## src/rtl/vid_timing_gen.sv

```systemverilog
// Video timing generator for the HDMI transmit path.
// Produces pixel/line counters, polarity-applied HSYNC/VSYNC, DE and frame/line
// markers. A new mode is offered through a valid/ready port, validated on
// capture, held in a shadow copy and switched in only on the last pixel of a
// frame so the output never tears.
module vid_timing_gen #(
    parameter int CW       = 12,
    parameter int PIPE     = 2,
    parameter int DEF_HACT = 1920,
    parameter int DEF_HFP  = 88,
    parameter int DEF_HSW  = 44,
    parameter int DEF_HBP  = 148,
    parameter int DEF_VACT = 1080,
    parameter int DEF_VFP  = 4,
    parameter int DEF_VSW  = 5,
    parameter int DEF_VBP  = 36,
    parameter int DEF_HPOL = 1,
    parameter int DEF_VPOL = 1
) (
    input  logic          pclk,
    input  logic          rst_,
    input  logic          en,
    input  logic          cfg_valid,
    output logic          cfg_ready,
    input  logic [CW-1:0] cfg_hact,
    input  logic [CW-1:0] cfg_hfp,
    input  logic [CW-1:0] cfg_hsw,
    input  logic [CW-1:0] cfg_hbp,
    input  logic [CW-1:0] cfg_vact,
    input  logic [CW-1:0] cfg_vfp,
    input  logic [CW-1:0] cfg_vsw,
    input  logic [CW-1:0] cfg_vbp,
    input  logic          cfg_hpol,
    input  logic          cfg_vpol,
    output logic          cfg_err,
    output logic [CW-1:0] hcount,
    output logic [CW-1:0] vcount,
    output logic          hsync,
    output logic          vsync,
    output logic          de,
    output logic          sof,
    output logic          eol
);

    // Totals are summed two bits wider so four full-scale fields cannot wrap.
    localparam int TW = CW + 2;
    localparam logic [TW-1:0] LIMIT = {2'b01, {CW{1'b0}}};

    localparam logic [CW-1:0] D_HACT = CW'(DEF_HACT);
    localparam logic [CW-1:0] D_HFP  = CW'(DEF_HFP);
    localparam logic [CW-1:0] D_HSW  = CW'(DEF_HSW);
    localparam logic [CW-1:0] D_HBP  = CW'(DEF_HBP);
    localparam logic [CW-1:0] D_VACT = CW'(DEF_VACT);
    localparam logic [CW-1:0] D_VFP  = CW'(DEF_VFP);
    localparam logic [CW-1:0] D_VSW  = CW'(DEF_VSW);
    localparam logic [CW-1:0] D_VBP  = CW'(DEF_VBP);
    localparam logic          D_HPOL = (DEF_HPOL != 0);
    localparam logic          D_VPOL = (DEF_VPOL != 0);

    // Decoded bundle order: {hsync, vsync, de, sof, eol}; idle value has syncs inactive.
    localparam logic [4:0] RST_VEC = {~D_HPOL, ~D_VPOL, 3'b000};

    function automatic logic [TW-1:0] sum4(input logic [CW-1:0] a, input logic [CW-1:0] b,
                                           input logic [CW-1:0] c, input logic [CW-1:0] d);
        return {2'b00, a} + {2'b00, b} + {2'b00, c} + {2'b00, d};
    endfunction

    // Active mode
    logic [CW-1:0] hact_reg, hfp_reg, hsw_reg, hbp_reg;
    logic [CW-1:0] vact_reg, vfp_reg, vsw_reg, vbp_reg;
    logic          hpol_reg, vpol_reg;
    // Pending (shadow) mode
    logic [CW-1:0] sh_hact_reg, sh_hfp_reg, sh_hsw_reg, sh_hbp_reg;
    logic [CW-1:0] sh_vact_reg, sh_vfp_reg, sh_vsw_reg, sh_vbp_reg;
    logic          sh_hpol_reg, sh_vpol_reg;
    logic          pend_reg;
    logic          err_reg;

    logic [CW-1:0] hcount_reg, vcount_reg;

    logic [TW-1:0] htotal, vtotal, cfg_htotal, cfg_vtotal;
    logic [TW-1:0] h_ext, v_ext;
    logic          last_h, last_v, apply, capture, cfg_bad;
    logic [4:0]    raw_vec, out_vec;

    assign htotal     = sum4(hact_reg, hfp_reg, hsw_reg, hbp_reg);
    assign vtotal     = sum4(vact_reg, vfp_reg, vsw_reg, vbp_reg);
    assign cfg_htotal = sum4(cfg_hact, cfg_hfp, cfg_hsw, cfg_hbp);
    assign cfg_vtotal = sum4(cfg_vact, cfg_vfp, cfg_vsw, cfg_vbp);
    assign h_ext      = {2'b00, hcount_reg};
    assign v_ext      = {2'b00, vcount_reg};

    // ">=" rather than "==" so a counter can never run away past the wrap point.
    assign last_h  = (h_ext >= htotal - TW'(1));
    assign last_v  = (v_ext >= vtotal - TW'(1));
    assign apply   = en & pend_reg & last_h & last_v;
    assign capture = cfg_valid & ~pend_reg;
    assign cfg_bad = (cfg_hact == '0) | (cfg_hsw == '0) | (cfg_vact == '0) | (cfg_vsw == '0) |
                     (cfg_htotal > LIMIT) | (cfg_vtotal > LIMIT);

    assign cfg_ready = ~pend_reg;
    assign cfg_err   = err_reg;
    assign hcount    = hcount_reg;
    assign vcount    = vcount_reg;

    // Pixel/line counters; a frame wrap lands on (0,0) whether or not a new mode is applied.
    always_ff @(posedge pclk or negedge rst_) begin
        if (!rst_) begin
            hcount_reg <= '0;
            vcount_reg <= '0;
        end else if (en) begin
            if (last_h) begin
                hcount_reg <= '0;
                vcount_reg <= last_v ? '0 : vcount_reg + CW'(1);
            end else begin
                hcount_reg <= hcount_reg + CW'(1);
            end
        end
    end

    // Mode handshake: validate and capture into the shadow, switch in at frame end.
    always_ff @(posedge pclk or negedge rst_) begin
        if (!rst_) begin
            hact_reg <= D_HACT; hfp_reg <= D_HFP; hsw_reg <= D_HSW; hbp_reg <= D_HBP;
            vact_reg <= D_VACT; vfp_reg <= D_VFP; vsw_reg <= D_VSW; vbp_reg <= D_VBP;
            hpol_reg <= D_HPOL; vpol_reg <= D_VPOL;
            sh_hact_reg <= '0; sh_hfp_reg <= '0; sh_hsw_reg <= '0; sh_hbp_reg <= '0;
            sh_vact_reg <= '0; sh_vfp_reg <= '0; sh_vsw_reg <= '0; sh_vbp_reg <= '0;
            sh_hpol_reg <= 1'b0; sh_vpol_reg <= 1'b0;
            pend_reg <= 1'b0;
            err_reg  <= 1'b0;
        end else begin
            err_reg <= 1'b0;
            if (apply) begin
                hact_reg <= sh_hact_reg; hfp_reg <= sh_hfp_reg;
                hsw_reg  <= sh_hsw_reg;  hbp_reg <= sh_hbp_reg;
                vact_reg <= sh_vact_reg; vfp_reg <= sh_vfp_reg;
                vsw_reg  <= sh_vsw_reg;  vbp_reg <= sh_vbp_reg;
                hpol_reg <= sh_hpol_reg; vpol_reg <= sh_vpol_reg;
                pend_reg <= 1'b0;
            end else if (capture) begin
                if (cfg_bad) begin
                    err_reg <= 1'b1;
                end else begin
                    sh_hact_reg <= cfg_hact; sh_hfp_reg <= cfg_hfp;
                    sh_hsw_reg  <= cfg_hsw;  sh_hbp_reg <= cfg_hbp;
                    sh_vact_reg <= cfg_vact; sh_vfp_reg <= cfg_vfp;
                    sh_vsw_reg  <= cfg_vsw;  sh_vbp_reg <= cfg_vbp;
                    sh_hpol_reg <= cfg_hpol; sh_vpol_reg <= cfg_vpol;
                    pend_reg    <= 1'b1;
                end
            end
        end
    end

    // Decode sync/DE/markers for the pixel the counters currently point at.
    always_comb begin
        logic de_b, hs_b, vs_b;
        de_b = (h_ext < {2'b00, hact_reg}) && (v_ext < {2'b00, vact_reg});
        hs_b = (h_ext >= {2'b00, hact_reg} + {2'b00, hfp_reg}) &&
               (h_ext <  {2'b00, hact_reg} + {2'b00, hfp_reg} + {2'b00, hsw_reg});
        vs_b = (v_ext >= {2'b00, vact_reg} + {2'b00, vfp_reg}) &&
               (v_ext <  {2'b00, vact_reg} + {2'b00, vfp_reg} + {2'b00, vsw_reg});
        raw_vec = {hpol_reg ? hs_b : ~hs_b,
                   vpol_reg ? vs_b : ~vs_b,
                   de_b,
                   (hcount_reg == '0) && (vcount_reg == '0),
                   (h_ext == htotal - TW'(1))};
    end

    generate
        if (PIPE == 0) begin : g_nopipe
            assign out_vec = raw_vec;
        end else begin : g_pipe
            logic [4:0] pipe_reg [PIPE];
            // Delay line aligning decoded outputs with the pixel source latency.
            always_ff @(posedge pclk or negedge rst_) begin
                if (!rst_) begin
                    for (int i = 0; i < PIPE; i++) pipe_reg[i] <= RST_VEC;
                end else if (en) begin
                    pipe_reg[0] <= raw_vec;
                    for (int i = 1; i < PIPE; i++) pipe_reg[i] <= pipe_reg[i-1];
                end
            end
            assign out_vec = pipe_reg[PIPE-1];
        end
    endgenerate

    assign {hsync, vsync, de, sof, eol} = out_vec;

endmodule

```

## config.mk

```make
export PLATFORM = sky130hd
export DESIGN_NAME = vid_timing_gen
export DESIGN_NICKNAME = d
export VERILOG_FILES = /design/src/rtl/vid_timing_gen.sv
export SDC_FILE = /design/constraint.sdc
export NUM_CORES = 1
export LEC_CHECK = 0
export CELL_PAD_IN_SITES_DETAIL_PLACEMENT = 1
export CELL_PAD_IN_SITES_GLOBAL_PLACEMENT = 1
export CORE_MARGIN = 5
export CORE_UTILIZATION = 43
export CTS_CLUSTER_DIAMETER = 30
export DETAILED_ROUTE_END_ITERATION = 16
export PLACE_DENSITY = 0.73
export SLEW_MARGIN = 20
export SYNTH_ARGS = -nofsm -noshare
export SYNTH_HDL_FRONTEND = slang
export SYNTH_SLANG_ARGS = --single-unit
export TNS_END_PERCENT = 1
```

## constraint.sdc

```tcl
create_clock -name pclk -period 8.1 [get_ports pclk]
set_clock_uncertainty 0.15 [all_clocks]
set_input_delay 1.215 -clock pclk [delete_from_list [all_inputs] [get_ports pclk]]
set_output_delay 1.215 -clock pclk [all_outputs]
set_load 0.005 [all_outputs]
```

# == Word-level counts from Yosys, hierarchy flattened ==
# Cells that the tools add are included.
# totals
register_bits,232
latchBits,0
ramBits,0
rom_bits,0
input_bits,102
output_inout_bits,31
elab_cells,92
n_memories,0
# op_classes
n_addsub,16
multipliers,0
n_div,0
magnitude_cmp,10
n_eq_ne,2
shift,0
muxes,10
n_bitwise,14
reduce_logical,14
# op_table
cell,n
12-bit logical NOT,6
13-bit by 12-bit adder with 14-bit output,4
14-bit by 12-bit adder with 14-bit output,4
12-bit by 14-bit greater-or-equal comparator with 1-bit output,4
12-bit by 12-bit adder with 13-bit output,4
14-bit by 13-bit > comparator with 1-bit output (second input constant),2
12-bit by 14-bit < comparator with 1-bit output,2
14-bit by 1-bit subtractor with 14-bit output (second input constant),2
12-bit by 1-bit adder with 12-bit output (second input constant),2
12-bit < comparator,2
12-bit 2-to-1 mux,2
12-bit by 14-bit == test with 1-bit output,1
1-bit 2-to-1 mux,8
1-bit NOT,5
1-bit bitwise OR,5
1-bit bitwise AND,4
1-bit logical AND,4
2-bit AND reduction,2
3-bit AND reduction,1
2-bit inequality test (second input constant),1
2-bit nonzero test,1

# == Longest topological paths before layout ==
# logic_depth
depth_word,9
ltp_mapped,31
mapped_depth_nobuf,29

# == Worst setup path after synthesis ==
# OpenSTA, ideal clock, no wires.
# synth_timing
kind,register to register
from,reg hact_reg[0]
to,reg vbp_reg[10]
setup_time_ps,127
arrival_ps,6020
required_ps,7823
slack_ps,1803
stages_incl_launch_ff,31
path_buffers,3
synth_period_minus_slack_ps,6297
cell_sequence,dfrtp_1 > ha_1 > inv_1 > fa_1 > nor2b_1 > o31a_1 > a21oi_1 > ha_1 > or3_1 > o21ai_1 > o31ai_1 > xnor2_1 > ha_1 > inv_1 > ha_1 > or2_2 > o31ai_1 > inv_1 > a31oi_1 > xnor2_1 > ha_1 > and4_1 > a221o_1 > a21o_1 > a221o_1 > and2_1 > buf_2 > nand4_4 > buf_4 > buf_6 > mux2_1
# synth_between
elab_chain_len,7
# synth_lines
element,line_no,rtl
from (decl),69,"logic [CW-1:0] hact_reg, hfp_reg, hsw_reg, hbp_reg;"
from (signal assigned),135,hact_reg <= sh_hact_reg; hfp_reg <= sh_hfp_reg;
12-bit by 12-bit adder with 13-bit output,65,"return {2'b00, a} + {2'b00, b} + {2'b00, c} + {2'b00, d};"
13-bit by 12-bit adder with 14-bit output,65,
14-bit by 12-bit adder with 14-bit output,65,
14-bit by 1-bit subtractor with 14-bit output,94,assign last_h = (h_ext >= htotal - TW'(1));
12-bit by 14-bit greater-or-equal comparator with 1-bit output,94,
1-bit bitwise AND (2 in series),96,assign apply = en & pend_reg & last_h & last_v;
to (signal assigned),138,vsw_reg <= sh_vsw_reg; vbp_reg <= sh_vbp_reg;
to (decl),70,"logic [CW-1:0] vact_reg, vfp_reg, vsw_reg, vbp_reg;"
# Every way passes these cells.
# A chain may end at the register's enable or synchronous reset.

# == Worst setup path in the final report ==
# layout_timing
from,reg vact_reg[0]
to,reg vsw_reg[4]
# layout_between
elab_chain_len,6
# layout_lines
element,line_no,rtl
from (decl),70,
from (signal assigned),137,vact_reg <= sh_vact_reg; vfp_reg <= sh_vfp_reg;
12-bit by 12-bit adder with 13-bit output,65,
13-bit by 12-bit adder with 14-bit output,65,
14-bit by 12-bit adder with 14-bit output,65,
14-bit by 1-bit subtractor with 14-bit output,95,assign last_v = (v_ext >= vtotal - TW'(1));
12-bit by 14-bit greater-or-equal comparator with 1-bit output,95,
1-bit bitwise AND,96,
to (signal assigned),138,
to (decl),70,
# Every way passes these cells.

==> run metrics <==
multi-input logic area a little over 10000 µm²; YS warnings 0; port bufs between 100 and 150; Sw Pwr about 0.0011 W; crit path time final around 7.3 ns; reg-to-reg endpoint vsw_reg[4]; FF+latch count, synth ~230; M1 WL between 20000 and 25000 µm; Setup WS post-layout roughly 0.76 ns; Lkg Pwr 10.1 nW; Post-synth EDFFs 0; Row Count 72; Tot GR Track Use approximately 22%; Avg WL per Cell between 20 and 25 µm; Pwr Density roughly 190 nW/µm²; post-cts gate resize count 0; post-route setup TNS 0 ns; Clock power frac about half; worst IR drop on VDD between 0.1 and 0.15 mV; register area slightly below 6000 µm²; drt pass-1 iters 4; clock buffer depth 3; Ports around 130; Cell Count, Final, Fillers Out about 2300; initial antenna violation count 0; CP Launch Type flip-flop; Async SR Flop Fraction 100%; setup violators final 0; FF-to-FF Start vact_reg[0]; sequential area share after synthesis approximately 34%; # nets final between 2000 and 2500; synthesized area per cell around 11 µm²; r2r setup slk 0.76 ns; CTS Buf Count 47; Gate power share between 10% and 20%; Final Hold Vio Count 0; placed insts 2170; RSZ-0062 raised after global routing false; Yosys cell types just under 80; Iteration-0 DRC Markers about 570; wire length on met3 roughly 1700 µm; Sequential Power Share roughly 31%; Worst Hold Depth 1; Hold Crit Class flip-flop to flip-flop; Slew Viols, Final 0; mean number of vias per cell around 5.5; postcts setup bufs 0; Net Sw Frac a little over a quarter; Pint around 0.0029 W; clock sinks about 230; share of layout cells above drive strength 1 between 10% and 20%; Final Cycle Share ~91%; area grow syn2layout 20.9%; initial core utilization a little over two fifths; Clk Latency, worst-skew pair roughly 0.56 ns; CP endpoint kind flip-flop; CP Max Fanout 45; # hold bufs at CTS 0; Total Die Area between 40000 and 50000 µm²; CTS tree built; Die X between 200 and 250 µm; largest net degree at the start of global routing approximately 180; GR Overflow Total 0; pre-CTS setup slack about 0.82 ns; final WL roughly 47000 µm; die height around 210 µm; Hold WS roughly 0.34 ns; Synth Flop Type dfrtp_1; clk slew on worst S/H paths about 0.05 ns; crit path DAT between 7 and 8 ns; CTS Root Cell clkbuf_16; vias 12500; ant diodes 0; top routing layer in use met4; CP Class flip-flop to flip-flop; CORE AREA 38800 µm²; vias in the first global route about 14000; Worst-Margin Slew ~0.97 ns; Final GP Congestion 0.851; WHS Endpoint vfp_reg[5]; fmax between 100 and 150 MHz; synthesized instance count between 1500 and 2000; Hold Path Origin sh_vfp_reg[5]; first-pass GRT wire length 75900 µm; status finished, final reports clean; Post-Syn Area 17000 µm²; Max-Cap Viols 0; met2 wire len approximately 21000 µm; H-tree depth 2; antenna viol nets, final 0; syn nets 1912; drt drc 0; dpl hpwl roughly 36000 µm; # fillers 4111; Critical Path RT approximately 8.4 ns; R2R depth 27; Slew Limit Headroom a little over a third
## kinds of logic after synthesis
family                   Yosys count  share of synthesized area, %
AND/OR/NAND/NOR                  239                          7.66
flip-flops                       232                          34.4
AO/OA/AOI/OAI                    318                          13.0
buffers and inverters            196                          4.70
multiplexers                     204                          13.7
XOR/XNOR                          84                          4.33
adder cells (fa/ha/maj)          269                          22.2
## through the flow
stage                     utilization, %  power (W)  cell area (µm²)
after floorplan                        -    0.00168            17000
after global placement              48.6    0.00193            18900
after detailed placement            48.6    0.00196            18900
after CTS                           52.9    0.00397            20500
after global routing                52.9    0.00412            20500
final                               52.9    0.00393            20500
## Yosys cell counts (3+ instances only)
| cell | n | area, µm² |
|---|---|---|
| ha_1 | 214 | 2680 |
| dfrtp_1 | 208 | 5200 |
| mux2_2 | 174 | 1960 |
| inv_1 | 166 | 623 |
| a21oi_1 | 71 | 355 |
| a21o_1 | 59 | 443 |
| fa_1 | 54 | 1080 |
| xnor2_1 | 52 | 455 |
| nand2_1 | 44 | 165 |
| o21ai_0 | 41 | 205 |
| nor2_1 | 38 | 143 |
| xor2_1 | 32 | 280 |
| dfstp_2 | 24 | 631 |
| o21bai_1 | 23 | 173 |
| mux2_1 | 20 | 225 |
| nand3_1 | 20 | 100 |
| nor2b_1 | 20 | 125 |
| nor4_1 | 19 | 119 |
| nor3_1 | 17 | 85.1 |
| buf_2 | 16 | 80.1 |
| nand2b_1 | 16 | 100 |
| nand4_1 | 16 | 100 |
| o21a_1 | 14 | 105 |
| and3_1 | 12 | 75.1 |
| a211oi_1 | 11 | 82.6 |
| o31ai_1 | 11 | 82.6 |
| mux2_4 | 9 | 135 |
| a31oi_1 | 8 | 50.1 |
| clkbuf_1 | 8 | 30.0 |
| o211ai_1 | 8 | 60.1 |
| a2bb2oi_1 | 7 | 61.3 |
| or3_1 | 7 | 43.8 |
| a2111oi_0 | 6 | 52.6 |
| a22o_1 | 6 | 52.6 |
| and2_1 | 6 | 37.5 |
| buf_6 | 5 | 56.3 |
| o22ai_1 | 5 | 31.3 |
| o31a_1 | 5 | 43.8 |
| or2_2 | 5 | 31.3 |
| and4_1 | 4 | 35.0 |
| nor3b_1 | 4 | 30.0 |
| o2111ai_1 | 4 | 35.0 |
| o21ai_1 | 4 | 20.0 |
| a211o_1 | 3 | 26.3 |
| a21boi_0 | 3 | 22.5 |
## power by group through the flow
stage | Sequential (W) | Combinational, W | Clock, W
6_report | 0.00122 | 0.000721 | 0.00199
2_1_floorplan | 0.00122 | 0.000453 | 0
4_1_cts | 0.00122 | 0.000731 | 0.00202
3_5_place_dp | 0.00124 | 0.000723 | 0
3_3_place_gp | 0.00124 | 0.000694 | 0
5_1_grt | 0.00123 | 0.000809 | 0.00208
## how the worst max path moves through the flow
stage,from,to,depth (start not counted)
2_1_floorplan,hact_reg[0],vbp_reg[10],30
3_3_place_gp,vact_reg[0],vsw_reg[1],27
3_5_place_dp,hfp_reg[1],vact_reg[2],28
4_1_cts,hfp_reg[1],vsw_reg[4],28
5_1_grt,hfp_reg[1],vsw_reg[4],28
6_report,vact_reg[0],vsw_reg[4],27
## routing by layer
layer	vias to the layer above	global-route usage [%]
li1	5869	-
met3	73	3.06
met1	6330	31.2
met2	210	34.5
met4	0	5.04
met5	-	0
## cells in the final DEF (no fill, tap or decap), types with 23 or more instances in the layout
master and instances:
nor2_1 38, inv_1 166, a21oi_1 71, clkbuf_16 48, a21o_1 59, dfstp_2 24
ha_1 214, xor2_1 32, fa_1 54, clkdlybuf4s50_1 131, dfrtp_1 208, nand2_1 44
o21ai_0 41, mux2_2 174, xnor2_1 52, o21bai_1 23
## area by class of cell
cell class,instances,share of cell area (%)
flip-flops and latches,232,28.4
multi-input cells,1114,50.4
clock inverters,19,1.29
clock buffers,67,6.73
repair buffers,140,6.94
well taps,518,3.16
inverters,166,3.04
## worst max-delay path: stages (launching register included)
cell and delay, ns:
dfrtp_1 0.40, ha_1 0.24, fa_1 0.40, a21o_1 0.18, a21oi_1 0.25, o21bai_1 0.13
a31o_2 0.27, a21oi_1 0.17, xnor2_1 0.20, ha_1 0.36, and3_1 0.18, a211oi_1 0.44
o21ai_0 0.14, a21oi_1 0.18, xor2_1 0.29, ha_1 0.29, inv_1 0.06, ha_1 0.28
nand3_1 0.11, nor2_1 0.06, nand4_1 0.13, nor3_1 0.08, a2111o_1 0.44, nor3_1 0.20
o32a_1 0.29, nand4_4 0.48, buf_12 0.40, mux2_1 0.36
No activity file was read; power rests on OpenSTA's default activity.
